## config.mk

```make
export PLATFORM = sky130hd
export DESIGN_NAME = conv_addr_gen_l1
export DESIGN_NICKNAME = d
export VERILOG_FILES = /design/src/rtl/layer1_pkg.sv /design/src/rtl/conv_addr_gen_l1_wrap_counter.sv /design/src/rtl/conv_addr_gen_l1.sv
export SDC_FILE = /design/constraint.sdc
export NUM_CORES = 1
export LEC_CHECK = 0
export BUFFER_PORTS_ARGS = -buffer_cell sky130_fd_sc_hd__buf_2
export CAP_MARGIN = 20
export CORE_MARGIN = 2
export CORE_UTILIZATION = 57
export DETAILED_ROUTE_END_ITERATION = 16
export GPL_ROUTABILITY_DRIVEN = 0
export GPL_TIMING_DRIVEN = 0
export PLACE_DENSITY_LB_ADDON = 0.2
export SETUP_SLACK_MARGIN = 0.4
export SLEW_MARGIN = 20
export SYNTH_ARGS = -nofsm -noshare
export SYNTH_HDL_FRONTEND = slang
export SYNTH_SLANG_ARGS = --single-unit
export TNS_END_PERCENT = 100
```

## constraint.sdc

```tcl
create_clock -name clk -period 2.9 [get_ports clk]
set_clock_uncertainty 0.2 [all_clocks]
set_input_delay 0.29 -clock clk [delete_from_list [all_inputs] [get_ports clk]]
set_output_delay 0.29 -clock clk [all_outputs]
set_load 0.01 [all_outputs]
```

## src/rtl/layer1_pkg.sv

```systemverilog
// Shared layer-1 geometry and the address-generator state encoding.
// Everything layer-1 derives its widths and limits from here.
package layer1_pkg;

    localparam int IMG_W   = 32;
    localparam int IMG_H   = 32;
    localparam int K       = 3;
    localparam int STRIDE  = 1;
    localparam int OUT_W   = (IMG_W - K) / STRIDE + 1;
    localparam int OUT_H   = (IMG_H - K) / STRIDE + 1;
    localparam int ADDR_W  = 10;
    localparam int WADDR_W = 4;

    localparam int KC_W = $clog2(K);
    localparam int XC_W = $clog2(OUT_W);
    localparam int YC_W = $clog2(OUT_H);

    typedef logic [1:0] l1_agen_state_t;
    localparam l1_agen_state_t IDLE = 2'd0;
    localparam l1_agen_state_t RUN  = 2'd1;
    localparam l1_agen_state_t FIN  = 2'd2;

endpackage

```

## src/rtl/conv_addr_gen_l1_wrap_counter.sv

```systemverilog
// Modulo-(MAX+1) counter with synchronous clear; wrap flags the enabled step
// that returns the count to zero, so counters chain by wiring wrap to en.
module wrap_counter_l1 #(
    parameter int WIDTH = 2,
    parameter int MAX   = 2
) (
    input  logic             clk,
    input  logic             rst,
    input  logic             en,
    input  logic             clr,
    output logic [WIDTH-1:0] cnt,
    output logic             wrap
);

    localparam logic [WIDTH-1:0] MAX_V = WIDTH'(MAX);

    assign wrap = en && (cnt == MAX_V);

    // NOTE: state uses non-blocking assignments so every flop samples pre-edge values.
    always_ff @(posedge clk or negedge rst) begin
        if (!rst) begin
            cnt <= '0;
        end else if (clr) begin
            cnt <= '0;
        end else if (en) begin
            cnt <= wrap ? '0 : cnt + 1'b1;
        end
    end

endmodule

```

## src/rtl/conv_addr_gen_l1.sv

```systemverilog
// Layer-1 sliding-window address generator: walks taps j,k inside each output
// pixel x,y and registers feature-map / weight addresses, freezing on stall.
module conv_addr_gen_l1
    import layer1_pkg::*;
(
    input  logic               clk,
    input  logic               rst,
    input  logic               start,
    input  logic               stall,
    output logic [ADDR_W-1:0]  fm_addr,
    output logic [WADDR_W-1:0] w_addr,
    output logic               addr_valid,
    output logic               x_zero,
    output logic               busy,
    output logic               done
);

    localparam int AW2 = ADDR_W + 2;
    localparam int WW2 = WADDR_W + 2;
    localparam logic [AW2-1:0] IMG_W_V  = AW2'(IMG_W);
    localparam logic [AW2-1:0] STRIDE_V = AW2'(STRIDE);
    localparam logic [WW2-1:0] K_V      = WW2'(K);

    l1_agen_state_t state;

    logic [KC_W-1:0] j, k;
    logic [XC_W-1:0] x;
    logic [YC_W-1:0] y;
    logic            j_wrap, k_wrap, x_wrap, y_wrap;
    logic            advance, clr;

    logic [AW2-1:0]     row, col, fm_sum;
    logic [WW2-1:0]     w_sum;
    logic [ADDR_W-1:0]  fm_next;
    logic [WADDR_W-1:0] w_next;

    assign advance = (state == RUN) && !stall;
    assign clr     = (state == IDLE) && start;
    assign busy    = (state == RUN);

    // k_wrap marks a window's last tap; y_wrap marks the frame's last tap.
    wrap_counter_l1 #(.WIDTH(KC_W), .MAX(K - 1)) u_cnt_j (
        .clk(clk), .rst(rst), .en(advance), .clr(clr), .cnt(j), .wrap(j_wrap)
    );
    wrap_counter_l1 #(.WIDTH(KC_W), .MAX(K - 1)) u_cnt_k (
        .clk(clk), .rst(rst), .en(j_wrap), .clr(clr), .cnt(k), .wrap(k_wrap)
    );
    wrap_counter_l1 #(.WIDTH(XC_W), .MAX(OUT_W - 1)) u_cnt_x (
        .clk(clk), .rst(rst), .en(k_wrap), .clr(clr), .cnt(x), .wrap(x_wrap)
    );
    wrap_counter_l1 #(.WIDTH(YC_W), .MAX(OUT_H - 1)) u_cnt_y (
        .clk(clk), .rst(rst), .en(x_wrap), .clr(clr), .cnt(y), .wrap(y_wrap)
    );

    // NOTE: every always_comb output gets a default first, so no path can infer a latch.
    always_comb begin
        row     = '0;
        col     = '0;
        fm_sum  = '0;
        w_sum   = '0;
        row     = AW2'(y) * STRIDE_V + AW2'(k);
        col     = AW2'(x) * STRIDE_V + AW2'(j);
        fm_sum  = row * IMG_W_V + col;
        w_sum   = WW2'(k) * K_V + WW2'(j);
        fm_next = fm_sum[ADDR_W-1:0];
        w_next  = w_sum[WADDR_W-1:0];
    end

    always_ff @(posedge clk or negedge rst) begin
        if (!rst) begin
            state      <= IDLE;
            fm_addr    <= '0;
            w_addr     <= '0;
            addr_valid <= 1'b0;
            x_zero     <= 1'b0;
            done       <= 1'b0;
        end else begin
            addr_valid <= 1'b0;
            x_zero     <= 1'b0;
            done       <= 1'b0;
            case (state)
                IDLE: begin
                    if (start) state <= RUN;
                end
                RUN: begin
                    if (advance) begin
                        fm_addr    <= fm_next;
                        w_addr     <= w_next;
                        addr_valid <= 1'b1;
                        x_zero     <= k_wrap;
                        if (y_wrap) state <= FIN;
                    end
                end
                FIN: begin
                    done  <= 1'b1;
                    state <= IDLE;
                end
                default: state <= IDLE;
            endcase
        end
    end

endmodule

```

* After elaboration in Yosys (flattened, before gate mapping)
Index checks and enable logic that the tools add are counted.
** Cells by class
- Add/sub/neg operators :: 8
- Reduce and logical (&&, ||, !) cells :: 14
- Eq/ne operators :: 9
- Multiplexer cells :: 21
- Multipliers :: 1
** Operator list (number)
- two-way mux 5 bit :: 6
- two-way mux 2 bit :: 9
- adder 10 x 6 -> 10 bit :: 1
- adder 5 x 1 -> 5 bit, second input constant :: 2
- equality test 5 bit, second input constant :: 2
- nonzero test 2 bit :: 4
- adder 5 x 2 -> 6 bit :: 1
- equality test 2 bit, second input constant :: 3
- logical AND 1 bit :: 6
- adder 5 x 2 -> 5 bit :: 1
- two-way mux 1 bit :: 5
- adder 2 x 1 -> 2 bit, second input constant :: 2
- adder 4 x 2 -> 4 bit :: 1
- multiplier 2 x 2 -> 4 bit, second input constant :: 1
- != test 2 x 1 -> 1 bit, second input constant :: 2
- case mux 2 bit (2 select lines) :: 1
- AND reduction 3 bit :: 1
- equality test 2 x 1 -> 1 bit, second input constant :: 1
- logical NOT 2 bit :: 1
- != test 2 bit, second input constant :: 1
- AND reduction 2 bit :: 1
- logical NOT 1 bit :: 1
** Word-level totals
- Register bits after elaboration :: 33
- Word-level logic and storage cells :: 63

* Depth between registers and ports, before layout
Gate-level depths: netlist (run 1).
- Word-level depth :: 9
- Mapped depth :: 7

* Modules after synthesis
A second synthesis (run 1) with hierarchy kept.
** Second synthesis, totals
- Cells, all modules :: 182
- Area total of the unflattened synthesis :: 1851.8 sq um
** By module, submodules not included
- conv_addr_gen_l1 :: area each 1066.0 sq um, cells an instance 108, sequential area each 475.5 sq um, instances 1
- wrap_counter_l1 at u_cnt_x ... :: area each 295.3 sq um, cells an instance 28, sequential area each 125.1 sq um, instances 2
- wrap_counter_l1 at u_cnt_j ... :: area each 97.6 sq um, cells an instance 9, sequential area each 50.0 sq um, instances 2

* Least setup slack after synthesis (run 1)
OpenSTA, ideal clock, no wires.
- Path type :: reg-to-reg
- Start :: register u_cnt_k.cnt[0]
- End :: register fm_addr[9]
- Cell stages (with the launch flop) :: 7
- Data required time :: 2631 ps
- Library setup time :: 69 ps
- Path buffers :: 0
- Clock period less this slack :: 2291 ps
- Data arrival time :: 2022 ps
- Slack :: 609 ps
- Path through :: dfrtp_1 ha_1 fa_1 xnor2_1 nor4_1 or4b_1 nand3_1
** On the way
- Cells in the longest elaborated chain, start to end :: 2
** Ends and longest elaborated chain
- start, declared :: RTL line conv_addr_gen_l1_wrap_counter.sv:11 : output logic [WIDTH-1:0] cnt,
- start signal, assigned :: RTL line conv_addr_gen_l1_wrap_counter.sv:26 : cnt <= wrap ? '0 : cnt + 1'b1;
- adder 5 x 2 -> 5 bit :: RTL line conv_addr_gen_l1.sv:61 : row = AW2'(y) * STRIDE_V + AW2'(k);
- adder 10 x 6 -> 10 bit :: RTL line conv_addr_gen_l1.sv:63 : fm_sum = row * IMG_W_V + col;
- end signal, assigned :: RTL line conv_addr_gen_l1.sv:87 : fm_addr <= fm_next;
- end, declared :: RTL line conv_addr_gen_l1.sv:10 : output logic [ADDR_W-1:0] fm_addr,
Every way passes these cells.
A chain may end at the register's enable or synchronous reset.

* Worst setup path in the final report (run 1)
- Start :: register u_cnt_y.cnt[0]
- End :: register fm_addr[9]
** On the way
- Cells in the longest elaborated chain, start to end :: 2
** Ends and longest elaborated chain (RTL line)
- start, declared :: conv_addr_gen_l1_wrap_counter.sv:11
- start signal, assigned :: conv_addr_gen_l1_wrap_counter.sv:26
- adder 5 x 2 -> 5 bit :: conv_addr_gen_l1.sv:61
- adder 10 x 6 -> 10 bit :: conv_addr_gen_l1.sv:63
Every way passes these cells.

==> results of run 1 <==
[worst register-to-register path, delay by kind of cell (launching register included)]
kind	cells	cell delay, ns
simple gates	4	0.97
fa+ha+maj	2	0.77
flops	1	0.46
[state kept, by name, summed over array words and instances (netlist names)]
signal	flops
state	2
addr_valid	1
x_zero	1
done	1
u_cnt_x.cnt	5
u_cnt_j.cnt	2
w_addr	4
u_cnt_k.cnt	2
u_cnt_y.cnt	5
fm_addr	10
[cell type report]
cell class / count / area, sq um / area share, %
multi-input cells: 140 / 946 / 45.3
flip-flops and latches: 33 / 828 / 39.7
repair buffers: 24 / 133 / 6.35
clock buffers: 7 / 55.1 / 2.64
well taps: 44 / 55.1 / 2.64
inverters: 11 / 46.3 / 2.22
plain buffers: 6 / 23.8 / 1.14
[metrics by stage]
stage,cells,total power [mW],hold slack (ns)
floorplan,190,0.929,-0.206
global placement,255,1.05,0.174
detailed placement,255,1.09,0.184
CTS,264,1.36,0.0351
global route,265,1.47,0.0400
finish,265,1.37,0.0340
[kinds of logic after synthesis]
| kind of cell | share of synthesized area (%) |
|---|---|
| compound gates | 10.1 |
| xor+xnor | 4.32 |
| fa+ha+maj | 11.9 |
| buf+inv | 3.84 |
| flops | 45.2 |
| simple gates | 24.6 |
[what timing repair did]
item	CTS	global route
setup buffers	0	1
endpoints found under the hold margin	34	0
gates resized for setup	1	4
setup endpoints to repair	1	1
pin swaps	0	1
hold buffers	2	0
[per-layer routing]
metal	routed length (um)	up-vias	share of wire, %
met1	1590	702	42
li1	-	722	-
met5	0	-	0
met2	1880	60	50
met4	69	0	1.8
met3	208	11	5.6
[worst paths after layout]
path	cells past startpoint	end
max in group asynchronous	2	u_cnt_y.cnt[0]$_DFFE_PN0P_
hold reg to reg	2	w_addr[1]$_DFFE_PN0P_
hold / removal	3	state[0]$_DFFE_PN0P_
setup reg to reg	6	fm_addr[9]$_DFFE_PN0P_
setup / recovery	6	fm_addr[9]$_DFFE_PN0P_
min in group asynchronous	2	x_zero$_DFF_PN0_
[power groups by stage]
stage                     registers, mW  clock network [mW]  logic, mW
after detailed placement          0.659                   0      0.432
final                             0.643               0.266      0.462
after global routing              0.656               0.287      0.526
after CTS                         0.649               0.267      0.440
after floorplan                   0.665                   0      0.264
after global placement            0.651                   0      0.403
[cell usage in the layout (no fill, tap or decap), types with 2 or more instances in the layout]
cell	Yosys	layout
a21oi_1	11	11
and3_1	2	2
and4_1	2	2
buf_2	1	22
clkbuf_1	5	6
clkbuf_4	0	5
dfrtp_1	33	31
dfrtp_2	0	2
dlygate4sd3_1	0	2
fa_1	4	4
ha_1	11	11
inv_1	10	10
nand2_1	33	33
nand3_1	7	7
nand3b_1	2	2
nor2_1	6	6
nor2b_1	3	3
nor3_1	4	4
nor3b_1	3	3
nor4_1	3	2
o21ai_0	15	15
o31ai_1	2	2
or3_1	7	7
xnor2_1	6	6
xor2_1	3	3
==> flow_summary.yaml, run 1 <==
critical_path:
  rr_startpoint: "u_cnt_y.cnt[0]$_DFFE_PN0P_"
  start_kind: "flip-flop"
  crit_path_max_incr_delay_ns: 0.52
  crit_buf_inv: 0
  slowest_stage: "fa_1"
  crit_path_max_fanout: 6
  critical_path_required_ns: 2.98
  cp_top_family: "simple AND/OR/NAND/NOR gates"
  crit_chain: "ha_1, fa_1, nand2_1, nor4_4, or4b_1, nand3_1"
  path_class: "reg2reg"
  ff2ff_setup_slack_ns: 0.45
  end_kind: "flip-flop"
  crit_start: "u_cnt_y.cnt[0]$_DFFE_PN0P_"
  arrival_ns: 2.53
floorplanning:
  die_h_um: 60.6
  fp.dieW_um: 60.6
  dieArea_sq_um: 3670
  io_pins: 22
  start_util_pct: 59.8
  rows: 20
  core_area_sq_um: 3050
cells_and_area:
  fin_area_sq_um: 2090
  layout.nets: 240
  diodes: 0
  layout-area-overhead-vs-synth_pct: 14.2
  drive_gt1_share_pct: 16.7
  num-fill-cells: 254
  final_util_pct: 68.4
placed_design:
  placed_cell_area_sq_um: 1990
  dp_worst_setup_slack_ns: 0.413
  hpwl_mm: 2.67
  port_buffers: 21
cts:
  clkSlewWorstSetupHoldPaths_ns: 0.10
  cts_buffer_depth: 2
  cts_buffers: 5
  htreeDepth: 2
  clock_sinks: 33
  root_buffer: "clkbuf_4"
  clock_latency_ns: 0.34
  cts_tree: "built"
synthesis:
  syn-cell-area_sq_um: 1830
  ys_seq_elements: 33
  yosysWarnings: 0
  avgSynthCellArea_sq_um: 9.61
  yosys_most_used_dff: "dfrtp_1"
  syn_nets: 209
  yosys-top-cells-count: "dfrtp_1 (33), nand2_1 (33), o21ai_0 (15), a21oi_1 (11), ha_1 (11)"
  synth_top_area_share_pct: 45.2
  synth_edf_count: 0
  synthArstFlopShare_pct: 100
  yosysUniqueCellTypes: 39
  syn_inst: 190
  synth_area_leaders: "dfrtp_1 (45%), ha_1 (7.5%), nand2_1 (6.8%)"
  synth_area_leader_cell: "dfrtp_1"
  ys_seq_area_share_pct: 45.2
hold_path:
  hold_class: "in2reg"
  worstHoldStart: "start"
global_route:
  grt_pass1_wl_mm: 6.09
  top_usage_layer: "met2"
  antenna_found_initial: 0
  met1_usage_pct: 27.2
  grt_overflow_total: 0
  grt_use_met3_pct: 7.46
  gr-usage-all-layers_pct: 22.9
  first_global_vias: 1419
  met2_usage_pct: 38.2
  grt_max_degree: 34
pwr:
  power_frac_clock_pct: 19.4
  ir_drop_mv: 0.273
  switching_share_pct: 36.9
  p_comb_share_pct: 33.7
  switchingPower_uw: 505
  p_leak_nw: 0.964
  p_seq_share_pct: 46.9
  p_int_uw: 865
  powerDensity_nw_per_um2: 656
routing:
  routed_via_density: 5.64
  totalWireLength_mm: 3.74
  drc_errors: 0
  vias: 1495
  first_pass_iters: 4
  postRouteAntennaNets: 0
  drtIter0Drc: 84
  wl_per_cell_um: 14.1
sta:
  hold_viol_final: 0
  fin_ws_ns: 0.455
  fin_crit_ns: 2.45
  final.setup.tns_ns: 0
  final.period_utilization_pct: 84.3
  slew_headroom_pct: 52.6
  setup_viol: 0
  fmax_mhz: 409
  rsz0062_at_grt: "false"
  finalMaxSlewViolations: 0
  worst_pin_slew_ns: 0.712
run_status:
  outcome: "complete, no violations"
run:
  cap_violations: 0
No activity file was read; power rests on OpenSTA's default activity.
==> run 2, diff against run 1 <==
--- a/config.mk
+++ b/config.mk
@@ -8,7 +8,7 @@
 export BUFFER_PORTS_ARGS = -buffer_cell sky130_fd_sc_hd__buf_2
 export CAP_MARGIN = 20
 export CORE_MARGIN = 2
-export CORE_UTILIZATION = 57
+export CORE_UTILIZATION = 52
 export DETAILED_ROUTE_END_ITERATION = 16
 export GPL_ROUTABILITY_DRIVEN = 0
 export GPL_TIMING_DRIVEN = 0
==> constraint.sdc (replaced) <==
create_clock -name clk -period 2.2 [get_ports clk]
set_clock_uncertainty 0.2 [all_clocks]
set_input_delay 0.22 -clock clk [delete_from_list [all_inputs] [get_ports clk]]
set_output_delay 0.22 -clock clk [all_outputs]
set_load 0.01 [all_outputs]
==> flow_summary.yaml, run 2 (synthesis results as in run 1) <==
run_status:
  outcome: "finished, violations left"
  violations: "setup timing"
pwr:
  ir_drop_mv: 0.358
  p_comb_share_pct: 41.8
  p_total_mw: 2.04
  p_seq_share_pct: 41.9
  powerDensity_nw_per_um2: 834
  switchingPower_uw: 769
  switching_share_pct: 37.7
  p_leak_nw: 1.11
  power_frac_clock_pct: 16.4
  p_int_mw: 1.27
cells_and_area:
  drive_gt1_share_pct: 39.5
  final_util_pct: 72.7
  diodes: 0
  layout-area-overhead-vs-synth_pct: 33.9
  layout.nets: 261
  layout_common_cells: "nand2_1 (32), dfrtp_1 (28), buf_2 (24)"
  fin_cells: 289
  largest-register: "fm_addr"
  layout_commonest_cell: "nand2_1"
  reg_top3: "fm_addr (10), u_cnt_x.cnt (5), u_cnt_y.cnt (5)"
  largest_register_ffs: 10
routing:
  drc_errors: 0
  wl_per_cell_um: 15.7
  vias: 1618
  drtIter0Drc: 68
  routed_via_density: 5.60
  totalWireLength_mm: 4.54
  postRouteAntennaNets: 0
  first_pass_iters: 4
cts:
  cts_tree: "built"
  htreeDepth: 2
  clkSlewWorstSetupHoldPaths_ns: 0.10
  cts_buffer_depth: 2
  clock_sinks: 33
  cts_buffers: 5
  root_buffer: "clkbuf_4"
  clock_latency_ns: 0.35
critical_path:
  crit_chain: "ha_4, fa_2, nand2_4, or3_1, o311ai_2, nand3_1"
  crit_path_max_fanout: 3
  start_kind: "flip-flop"
  cp_top_family: "adder cells"
  crit_path_max_incr_delay_ns: 0.55
  path_class: "reg2reg"
  critical_path_required_ns: 2.22
  end_kind: "flip-flop"
  crit_buf_inv: 0
  crit_start: "u_cnt_k.cnt[0]$_DFFE_PN0P_"
  slowest_stage: "fa_2"
  arrival_ns: 2.30
  rr_startpoint: "u_cnt_k.cnt[0]$_DFFE_PN0P_"
global_route:
  first_global_vias: 1550
  grt_pass1_wl_mm: 7.05
  grt_overflow_total: 0
  grt_max_degree: 34
  gr-usage-all-layers_pct: 22.7
  antenna_found_initial: 0
placed_design:
  dp_worst_setup_slack_ns: -0.149
  hpwl_mm: 2.75
  place_inst: 257
  port_buffers: 21
sta:
  hold_viol_final: 0
  fmax_mhz: 438
  fin_ws_ns: -0.0807
  slew_headroom_pct: 50.1
  fin_crit_ns: 2.28
  final.setup.tns_ns: -0.103
  worst_pin_slew_ns: 0.748
  final.period_utilization_pct: 104
  setup_viol: 2
  finalMaxSlewViolations: 0
  rsz0062_at_grt: "true"
hold_path:
  worstHoldStart: "stall"
  hold_class: "in2reg"
floorplanning:
  start_util_pct: 54.3
  core_area_sq_um: 3360
  rows: 21
  dieArea_sq_um: 4000
  fp.dieW_um: 63.3
  io_pins: 22
  die_h_um: 63.3
run:
  cap_violations: 0
run 2: cell types whose count changed in the layout (fill, tap and decap cells not counted), sizes merged:
cell / change
dlygate4sd3: +1
clkbuf: -2
buf: +23
run 2: worst register-to-register path: cells and delay by family, from the launching register on:
kind	cells	cell delay, ns
adders and majority gates	2	0.72
AOI/OAI and AO/OA	1	0.27
and+or+nand+nor	3	0.54
DFF	1	0.44
run 2: power groups by stage:
stage | combinational (mW) | sequential, mW | clock (mW)
2_1_floorplan | 0.364 | 0.879 | 0
3_3_place_gp | 0.552 | 0.861 | 0
3_5_place_dp | 0.583 | 0.869 | 0
4_1_cts | 0.704 | 0.852 | 0.335
5_1_grt | 0.958 | 0.869 | 0.371
6_report | 0.852 | 0.854 | 0.334
run 2: area by class of cell:
| class | count | area [sq um] |
|---|---|---|
| clock buffers | 8 | 48.8 |
| fillers | 253 | 917 |
| flip-flops and latches | 33 | 832 |
| well taps | 46 | 57.6 |
| inverters | 11 | 46.3 |
| multi-input cells | 140 | 1130 |
| repair buffers | 45 | 300 |
| plain buffers | 6 | 31.3 |
run 2: repair_timing:
item | CTS | global route
setup endpoints to repair | 25 | 29
endpoints found under the hold margin | 35 | 0
resized for setup | 28 | 27
gates cloned | 0 | 0
pin swaps | 20 | 11
hold buffers | 3 | 0
buffers inserted | 13 | 8
run 2: through the flow:
| step | instance area [sq um] | hold slack [ns] |
|---|---|---|
| 3_3_place_gp | 2010 | 0.107 |
| 6_report | 2450 | 0.142 |
| 5_1_grt | 2450 | 0.134 |
| 2_1_floorplan | 1850 | -0.276 |
| 3_5_place_dp | 2010 | 0.122 |
| 4_1_cts | 2280 | 0.110 |
run 2: layer usage:
layer,GRT usage [%],up-vias,wire length [um]
met5,0,-,0
met4,8.15,0,87
met3,5.18,11,262
met2,39.6,63,2360
met1,27.5,781,1830
li1,-,763,-
run 2: path summary, 6_finish.rpt:
path / endpoint / slack (ns) / depth (start not counted)
worst max-delay path: fm_addr[9]$_DFFE_PN0P_ / -0.08 / 6
worst min-delay path: addr_valid$_DFF_PN0_ / 0.14 / 3
worst max register to register: fm_addr[9]$_DFFE_PN0P_ / -0.08 / 6
max in group asynchronous: u_cnt_k.cnt[0]$_DFFE_PN0P_ / 1.01 / 2
min in group asynchronous: u_cnt_x.cnt[4]$_DFFE_PN0P_ / 0.26 / 2
worst min register to register: fm_addr[0]$_DFFE_PN0P_ / 0.28 / 2
